`config.mk`:
```
export PLATFORM = sky130hd
export DESIGN_NAME = core_sequencer_flat
export DESIGN_NICKNAME = d
export VERILOG_FILES = /design/src/rtl/core_seq_pkg.sv /design/src/rtl/core_seq_if.sv /design/src/rtl/seq_timeout_counter.sv /design/src/rtl/core_sequencer.sv /design/src/flat_wrapper.sv
export SDC_FILE = /design/constraint.sdc
export NUM_CORES = 1
export LEC_CHECK = 0
export ABC_AREA = 1
export BUFFER_PORTS_ARGS = -buffer_cell sky130_fd_sc_hd__buf_2
export CORE_ASPECT_RATIO = 0.75
export CORE_UTILIZATION = 50
export DETAILED_ROUTE_END_ITERATION = 8
export HOLD_SLACK_MARGIN = 0.02
export PLACE_DENSITY = 0.79
export REMOVE_ABC_BUFFERS = 1
export SKIP_CTS_REPAIR_TIMING = 1
export SLEW_MARGIN = 15
export SYNTH_ARGS = -nofsm -noshare
export SYNTH_HDL_FRONTEND = slang
export SYNTH_SLANG_ARGS = --single-unit
```
`constraint.sdc`:
```
create_clock -name clk -period 1.7 [get_ports clk]
set_input_delay 0.34 -clock clk [delete_from_list [all_inputs] [get_ports clk]]
set_output_delay 0.34 -clock clk [all_outputs]
set_load 0.05 [all_outputs]
```
`src/rtl/core_seq_pkg.sv`:
```
// Shared types for the rv32 multi-cycle control sequencer.
package core_seq_pkg;

  typedef enum logic [2:0] {
    IDLE   = 3'd0,
    FETCH  = 3'd1,
    DECODE = 3'd2,
    EXEC   = 3'd3,
    MEM    = 3'd4,
    WB     = 3'd5,
    TRAP   = 3'd6
  } state_t;

  typedef enum logic [1:0] {
    PC_PLUS4  = 2'b00,
    PC_TARGET = 2'b01,
    PC_TRAP   = 2'b10
  } pc_sel_t;

  typedef enum logic [1:0] {
    CAUSE_NONE    = 2'b00,
    CAUSE_ILLEGAL = 2'b01,
    CAUSE_IMEM_TO = 2'b10,
    CAUSE_DMEM_TO = 2'b11
  } trap_cause_t;

  // Counter width able to hold n-1; never narrower than one bit.
  function automatic int cnt_width(int n);
    return (n > 1) ? $clog2(n) : 1;
  endfunction

endpackage

```
`src/rtl/core_seq_if.sv`:
```
// Memory handshakes, decoder inputs and core control strobes of the sequencer.
interface core_seq_if #(parameter int INSTRET_W = 32);

  logic                 run;
  logic                 imem_req;
  logic                 imem_ack;
  logic                 dmem_req;
  logic                 dmem_we;
  logic                 dmem_ack;
  logic                 dec_reg_write;
  logic                 dec_mem_read;
  logic                 dec_mem_write;
  logic                 dec_branch;
  logic                 dec_jump;
  logic                 dec_illegal;
  logic                 br_taken;
  logic                 ir_we;
  logic                 pc_we;
  logic [1:0]           pc_sel;
  logic                 rf_we;
  logic                 retire;
  logic                 trap;
  logic [1:0]           trap_cause;
  logic [INSTRET_W-1:0] instret;
  logic [2:0]           state_o;

  modport master (
    input  run, imem_ack, dmem_ack,
    input  dec_reg_write, dec_mem_read, dec_mem_write,
    input  dec_branch, dec_jump, dec_illegal, br_taken,
    output imem_req, dmem_req, dmem_we, ir_we, pc_we, pc_sel,
    output rf_we, retire, trap, trap_cause, instret, state_o
  );

  modport slave (
    output run, imem_ack, dmem_ack,
    output dec_reg_write, dec_mem_read, dec_mem_write,
    output dec_branch, dec_jump, dec_illegal, br_taken,
    input  imem_req, dmem_req, dmem_we, ir_we, pc_we, pc_sel,
    input  rf_we, retire, trap, trap_cause, instret, state_o
  );

endinterface

```
`src/rtl/seq_timeout_counter.sv`:
```
// Memory-wait watchdog: down-counter reloaded on clear, expired on the last
// allowed wait cycle so the caller can let a same-cycle ack win.
module seq_timeout_counter
  import core_seq_pkg::*;
#(
  parameter int MEM_TIMEOUT = 16
) (
  input  logic clk,
  input  logic rst,
  input  logic clear,
  input  logic enable,
  output logic expired
);

  localparam int CW = cnt_width(MEM_TIMEOUT);
  localparam logic [CW-1:0] LOAD = (MEM_TIMEOUT > 0) ? CW'(MEM_TIMEOUT - 1) : '0;

  logic [CW-1:0] cnt;

  // Reload while idle or acknowledged, count down one per unacknowledged cycle.
  always_ff @(posedge clk) begin
    if (rst || clear) begin
      cnt <= LOAD;
    end else if (enable && (cnt != '0)) begin
      cnt <= cnt - 1'b1;
    end
  end

  assign expired = (MEM_TIMEOUT != 0) && (cnt == '0);

endmodule

```
`src/rtl/core_sequencer.sv`:
```
// Multi-cycle instruction sequencer for the rv32 core.
//
//   state  | meaning
//   IDLE   | stopped, waiting for run
//   FETCH  | imem request outstanding, IR loads on ack
//   DECODE | decoder settles, illegal opcodes trap here
//   EXEC   | ALU cycle, picks MEM or WB
//   MEM    | dmem request outstanding, stores retire on ack
//   WB     | register write-back and PC update, retires
//   TRAP   | PC to trap vector, cause latched
module core_sequencer
  import core_seq_pkg::*;
#(
  parameter int MEM_TIMEOUT = 16,
  parameter int INSTRET_W   = 32
) (
  input  logic          clk,
  input  logic          rst,
  core_seq_if.master    bus
);

  state_t               state, state_nxt;
  trap_cause_t          cause_nxt, cause_q;
  logic                 cause_we;
  logic [INSTRET_W-1:0] instret_q;
  logic                 imem_req, dmem_req, dmem_we, ir_we, pc_we, rf_we, retire, trap;
  pc_sel_t              pc_sel;
  logic                 waiting, expired;

  // Only an unacknowledged request cycle advances the watchdog.
  assign waiting = ((state == FETCH) && !bus.imem_ack) ||
                   ((state == MEM)   && !bus.dmem_ack);

  seq_timeout_counter #(.MEM_TIMEOUT(MEM_TIMEOUT)) u_timeout (
    .clk     (clk),
    .rst     (rst),
    .clear   (!waiting),
    .enable  (waiting),
    .expired (expired)
  );

  // State register.
  always_ff @(posedge clk) begin
    if (rst) state <= IDLE;
    else     state <= state_nxt;
  end

  // Next-state and strobe decode.
  always_comb begin
    state_nxt = state;
    imem_req  = 1'b0;
    dmem_req  = 1'b0;
    dmem_we   = 1'b0;
    ir_we     = 1'b0;
    pc_we     = 1'b0;
    pc_sel    = PC_PLUS4;
    rf_we     = 1'b0;
    retire    = 1'b0;
    trap      = 1'b0;
    cause_we  = 1'b0;
    cause_nxt = CAUSE_NONE;
    unique case (state)
      IDLE: begin
        if (bus.run) state_nxt = FETCH;
      end
      FETCH: begin
        imem_req = 1'b1;
        if (bus.imem_ack) begin
          ir_we     = 1'b1;
          state_nxt = DECODE;
        end else if (expired) begin
          cause_we  = 1'b1;
          cause_nxt = CAUSE_IMEM_TO;
          state_nxt = TRAP;
        end
      end
      DECODE: begin
        if (bus.dec_illegal) begin
          cause_we  = 1'b1;
          cause_nxt = CAUSE_ILLEGAL;
          state_nxt = TRAP;
        end else begin
          state_nxt = EXEC;
        end
      end
      EXEC: begin
        state_nxt = (bus.dec_mem_read || bus.dec_mem_write) ? MEM : WB;
      end
      MEM: begin
        dmem_req = 1'b1;
        dmem_we  = bus.dec_mem_write;
        if (bus.dmem_ack) begin
          if (bus.dec_mem_write) begin
            pc_we     = 1'b1;
            retire    = 1'b1;
            state_nxt = bus.run ? FETCH : IDLE;
          end else begin
            state_nxt = WB;
          end
        end else if (expired) begin
          cause_we  = 1'b1;
          cause_nxt = CAUSE_DMEM_TO;
          state_nxt = TRAP;
        end
      end
      WB: begin
        rf_we     = bus.dec_reg_write;
        pc_we     = 1'b1;
        retire    = 1'b1;
        pc_sel    = (bus.dec_jump || (bus.dec_branch && bus.br_taken)) ? PC_TARGET : PC_PLUS4;
        state_nxt = bus.run ? FETCH : IDLE;
      end
      TRAP: begin
        trap      = 1'b1;
        pc_we     = 1'b1;
        pc_sel    = PC_TRAP;
        state_nxt = IDLE;
      end
      default: state_nxt = IDLE;
    endcase
  end

  // Cause is latched on entry to TRAP so it is already valid during the pulse.
  always_ff @(posedge clk) begin
    if (rst)           cause_q <= CAUSE_NONE;
    else if (cause_we) cause_q <= cause_nxt;
  end

  // Retired-instruction counter, wraps naturally.
  always_ff @(posedge clk) begin
    if (rst)         instret_q <= '0;
    else if (retire) instret_q <= instret_q + 1'b1;
  end

  assign bus.imem_req   = imem_req;
  assign bus.dmem_req   = dmem_req;
  assign bus.dmem_we    = dmem_we;
  assign bus.ir_we      = ir_we;
  assign bus.pc_we      = pc_we;
  assign bus.pc_sel     = pc_sel;
  assign bus.rf_we      = rf_we;
  assign bus.retire     = retire;
  assign bus.trap       = trap;
  assign bus.trap_cause = cause_q;
  assign bus.instret    = instret_q;
  assign bus.state_o    = state;

endmodule

```
`src/flat_wrapper.sv`:
```
// flat-port wrapper written by rule: the top's interface ports become plain ports
module core_sequencer_flat import core_seq_pkg::*;
#(
  parameter int MEM_TIMEOUT = 16,
  parameter int INSTRET_W   = 32
)
  (clk, rst, bus_run, bus_imem_ack, bus_dmem_ack, bus_dec_reg_write, bus_dec_mem_read, bus_dec_mem_write, bus_dec_branch, bus_dec_jump, bus_dec_illegal, bus_br_taken, bus_imem_req, bus_dmem_req, bus_dmem_we, bus_ir_we, bus_pc_we, bus_pc_sel, bus_rf_we, bus_retire, bus_trap, bus_trap_cause, bus_instret, bus_state_o);
  core_seq_if #(.INSTRET_W(INSTRET_W)) bus_i ();
  input  logic clk;
  input  logic rst;
  input wire logic [$bits(bus_i.run)-1:0] bus_run;
  input wire logic [$bits(bus_i.imem_ack)-1:0] bus_imem_ack;
  input wire logic [$bits(bus_i.dmem_ack)-1:0] bus_dmem_ack;
  input wire logic [$bits(bus_i.dec_reg_write)-1:0] bus_dec_reg_write;
  input wire logic [$bits(bus_i.dec_mem_read)-1:0] bus_dec_mem_read;
  input wire logic [$bits(bus_i.dec_mem_write)-1:0] bus_dec_mem_write;
  input wire logic [$bits(bus_i.dec_branch)-1:0] bus_dec_branch;
  input wire logic [$bits(bus_i.dec_jump)-1:0] bus_dec_jump;
  input wire logic [$bits(bus_i.dec_illegal)-1:0] bus_dec_illegal;
  input wire logic [$bits(bus_i.br_taken)-1:0] bus_br_taken;
  output wire logic [$bits(bus_i.imem_req)-1:0] bus_imem_req;
  output wire logic [$bits(bus_i.dmem_req)-1:0] bus_dmem_req;
  output wire logic [$bits(bus_i.dmem_we)-1:0] bus_dmem_we;
  output wire logic [$bits(bus_i.ir_we)-1:0] bus_ir_we;
  output wire logic [$bits(bus_i.pc_we)-1:0] bus_pc_we;
  output wire logic [$bits(bus_i.pc_sel)-1:0] bus_pc_sel;
  output wire logic [$bits(bus_i.rf_we)-1:0] bus_rf_we;
  output wire logic [$bits(bus_i.retire)-1:0] bus_retire;
  output wire logic [$bits(bus_i.trap)-1:0] bus_trap;
  output wire logic [$bits(bus_i.trap_cause)-1:0] bus_trap_cause;
  output wire logic [$bits(bus_i.instret)-1:0] bus_instret;
  output wire logic [$bits(bus_i.state_o)-1:0] bus_state_o;
  assign bus_i.run = bus_run;
  assign bus_i.imem_ack = bus_imem_ack;
  assign bus_i.dmem_ack = bus_dmem_ack;
  assign bus_i.dec_reg_write = bus_dec_reg_write;
  assign bus_i.dec_mem_read = bus_dec_mem_read;
  assign bus_i.dec_mem_write = bus_dec_mem_write;
  assign bus_i.dec_branch = bus_dec_branch;
  assign bus_i.dec_jump = bus_dec_jump;
  assign bus_i.dec_illegal = bus_dec_illegal;
  assign bus_i.br_taken = bus_br_taken;
  assign bus_imem_req = bus_i.imem_req;
  assign bus_dmem_req = bus_i.dmem_req;
  assign bus_dmem_we = bus_i.dmem_we;
  assign bus_ir_we = bus_i.ir_we;
  assign bus_pc_we = bus_i.pc_we;
  assign bus_pc_sel = bus_i.pc_sel;
  assign bus_rf_we = bus_i.rf_we;
  assign bus_retire = bus_i.retire;
  assign bus_trap = bus_i.trap;
  assign bus_trap_cause = bus_i.trap_cause;
  assign bus_instret = bus_i.instret;
  assign bus_state_o = bus_i.state_o;
  core_sequencer #(.MEM_TIMEOUT(MEM_TIMEOUT), .INSTRET_W(INSTRET_W)) u_core (.clk(clk), .rst(rst), .bus(bus_i));
endmodule
```
==> flow_metrics.env <==
export IMPL_status="finished, final reports clean"
export IMPL_path_class="flip-flop to primary output"
export IMPL_ant_nets=0
export IMPL_num_antenna_cells=0
export IMPL_end_kind="primary output"
export IMPL_cp_start_kind="flip-flop"
export IMPL_start_util_pct=52.9
export IMPL_r2r_start="u_core.bus.instret[0]"
export IMPL_clk_pin_slew_ns=0.07
export IMPL_min_period_over_period_pct=99.4
export IMPL_via_per_inst=5.06
export IMPL_clk_path_buf_depth=2
export IMPL_place_congestion=0.872
export IMPL_relSlewSlack_pct=79.9
export IMPL_maxCapViolCount=0
export IMPL_r2r_end="u_core.bus.instret[16]"
export IMPL_clock_skew_ns=0.00592
export IMPL_coreArea_sq_um=4520
export IMPL_clock_latency_ns=0.30
export IMPL_cts_root_buf="clkbuf_8"
export IMPL_min_from="bus_imem_ack"
export IMPL_firstDrtPassIters=4
export IMPL_max_vdd_ir_drop_v=0.000520
export IMPL_ioPinCount=59
export IMPL_grt_pass1_vias=2090
export IMPL_layout_drive_gt1_share_pct=24.3
export IMPL_vias=2515
export IMPL_fin_nets=453
export IMPL_grt_max_degree=20
export IMPL_cts_sinks=41
export IMPL_whs_endpoint="u_core.u_timeout.cnt[2]"
export IMPL_synth_edf_count=0
export IMPL_dp_cells=488
export IMPL_yosys_warnings=0
export IMPL_synthArstFlopShare_pct=0
export IMPL_routedWlPerCell_microns=12.0
export IMPL_dp_hpwl_mm=4.49
export IMPL_r2r_slack_ns=0.16
export IMPL_synth_distinct_cells=34
export IMPL_fillers=428
export IMPL_rsz0062_at_grt="yes"
export IMPL_avgSynthCellArea_sq_um=6.45
export IMPL_required_ns=1.36
export IMPL_grt_pass1_wl_mm=9.38
export IMPL_layout_commonest_cell="nand2_1"
export IMPL_die_width_microns=81.9
export IMPL_drtIter0Drc=136
export IMPL_finish_utilization_pct=64.4
export IMPL_worst_pin_slew_ns=0.300
export IMPL_drc=0
export IMPL_place_area_sq_um=2760
export IMPL_r2r_cells=8
export IMPL_setup_tns_ns=0
export IMPL_max_freq_ghz=0.592
export IMPL_hold_class="input pin to flip-flop"
export IMPL_power_density_nw_per_um2=693
export IMPL_syn_to_final_growth_pct=21.7
export IMPL_cts_tree="done"
export IMPL_final_cell_mix="nand2_1 (84), nor2_1 (63), inv_1 (60), buf_2 (54), dfxtp_1 (38)"
export IMPL_routed_wirelength_mm=5.97
export IMPL_cp_max_fo=5
export IMPL_crit_arrival_ns=1.35
export IMPL_numPortBuffers=58
export IMPL_rows=21
export IMPL_ys_flop_type="dfxtp_1"
export IMPL_cts_buffers_inserted=5
export IMPL_grt_usage_pct=24.6
export IMPL_fin_crit_ns=1.69
export IMPL_die_area_sq_um=5070
export IMPL_final_setup_viol_count=0
export IMPL_fp_dieH_microns=61.9
export IMPL_p_leak_nw=1.45
export IMPL_syn_area_sq_um=2390
export IMPL_netlist_instances=371
export IMPL_synth_seq_area_share_pct=34.3
export IMPL_final_area_sq_um=2910
export IMPL_grt_ovfl_total=0
export IMPL_grt_antenna_before_repair=0
export IMPL_hold_violations=0
export IMPL_h_tree_depth=2
export IMPL_layoutNonFillerInstCount=497
export IMPL_yosys_register_bits=41
export IMPL_hold_depth=3
export IMPL_maxSlewViolCount=0
[sequential cells by signal (all words and copies together) (netlist names)]
register	count
u_core.bus.instret	32
u_core.u_timeout.cnt	4
u_core.bus.state_o	3
u_core.bus.trap_cause	2
[final cells by class]
type	instances	area [sq um]	area share [%]
clock buffer	8	80.1	2.75
inverter	64	240	8.25
multi-input combinational	260	1310	45.1
sequential	41	827	28.4
tap	57	71.3	2.45
timing repair buffer	67	379	13.0
[worst max-delay path, stage by stage, from the launching register on]
cell,delay (ns)
dfxtp_2,0.36
inv_2,0.07
buf_4,0.13
nand3_2,0.14
nor2_2,0.18
buf_6,0.18
[worst max-delay path by stage]
stage	start	end	slack, ns	depth (start not counted)
global route	u_core.bus.state_o[2]	bus_ir_we	-0.04	5
detailed placement	u_core.bus.instret[0]	u_core.bus.instret[18]	0.09	8
finish	u_core.bus.state_o[2]	bus_ir_we	0.01	5
global placement	u_core.bus.instret[0]	u_core.bus.instret[18]	0.15	8
floorplan	u_core.bus.state_o[1]	bus_pc_we	-2.25	3
CTS	u_core.bus.state_o[0]	bus_pc_we	-0.17	5
[power by group]
| part | internal (mW) | switching [mW] | leakage (nW) |
|---|---|---|---|
| logic | 0.116 | 0.256 | 1.08 |
| clock network | 0.292 | 0.338 | 0.0395 |
| registers | 0.984 | 0.0297 | 0.332 |
[cell families after synthesis]
kind of cell / share of synthesized area [%]
and+or+nand+nor: 42.7
buffers and inverters: 12.2
DFF: 34.3
AOI/OAI and AO/OA: 9.36
adders and majority gates: 1.05
xor gates and xnor gates: 0.366
[cell usage after synthesis, drive strengths merged, types with 2 or more instances]
library cell   n  area share, %
o21bai         2           0.63
nand2         92             15
ha             2            1.0
dfxtp         41             34
a21oi         18            3.8
inv           64             10
nor3          11            2.3
clkbuf         3           0.89
nand4          7            1.8
o2111ai        2           0.73
nor2          70             13
nor3b          4            2.1
nand3         30            7.4
o21ai         15            3.3
buf            3            1.3
[stage by stage]
step | hold WS (ns) | total power, mW | worst slack [ns]
final | 0.378 | 2.02 | 0.0102
after global routing | 0.391 | 2.10 | -0.0446
after CTS | 0.366 | 1.97 | -0.165
after detailed placement | 0.454 | 1.36 | 0.0928
after global placement | 0.445 | 1.36 | 0.154
after floorplan | 0.409 | 1.26 | -2.25
[metal layers]
metal  global-route usage [%]  wire length (microns)  up-vias
met5                        0                      0        -
met4                     7.27                     45        0
met3                     5.11                    309        5
met2                     37.8                   2670       65
met1                     34.9                   2950     1139
li1                         -                      -     1306
Power figures use the tool's default switching activity.
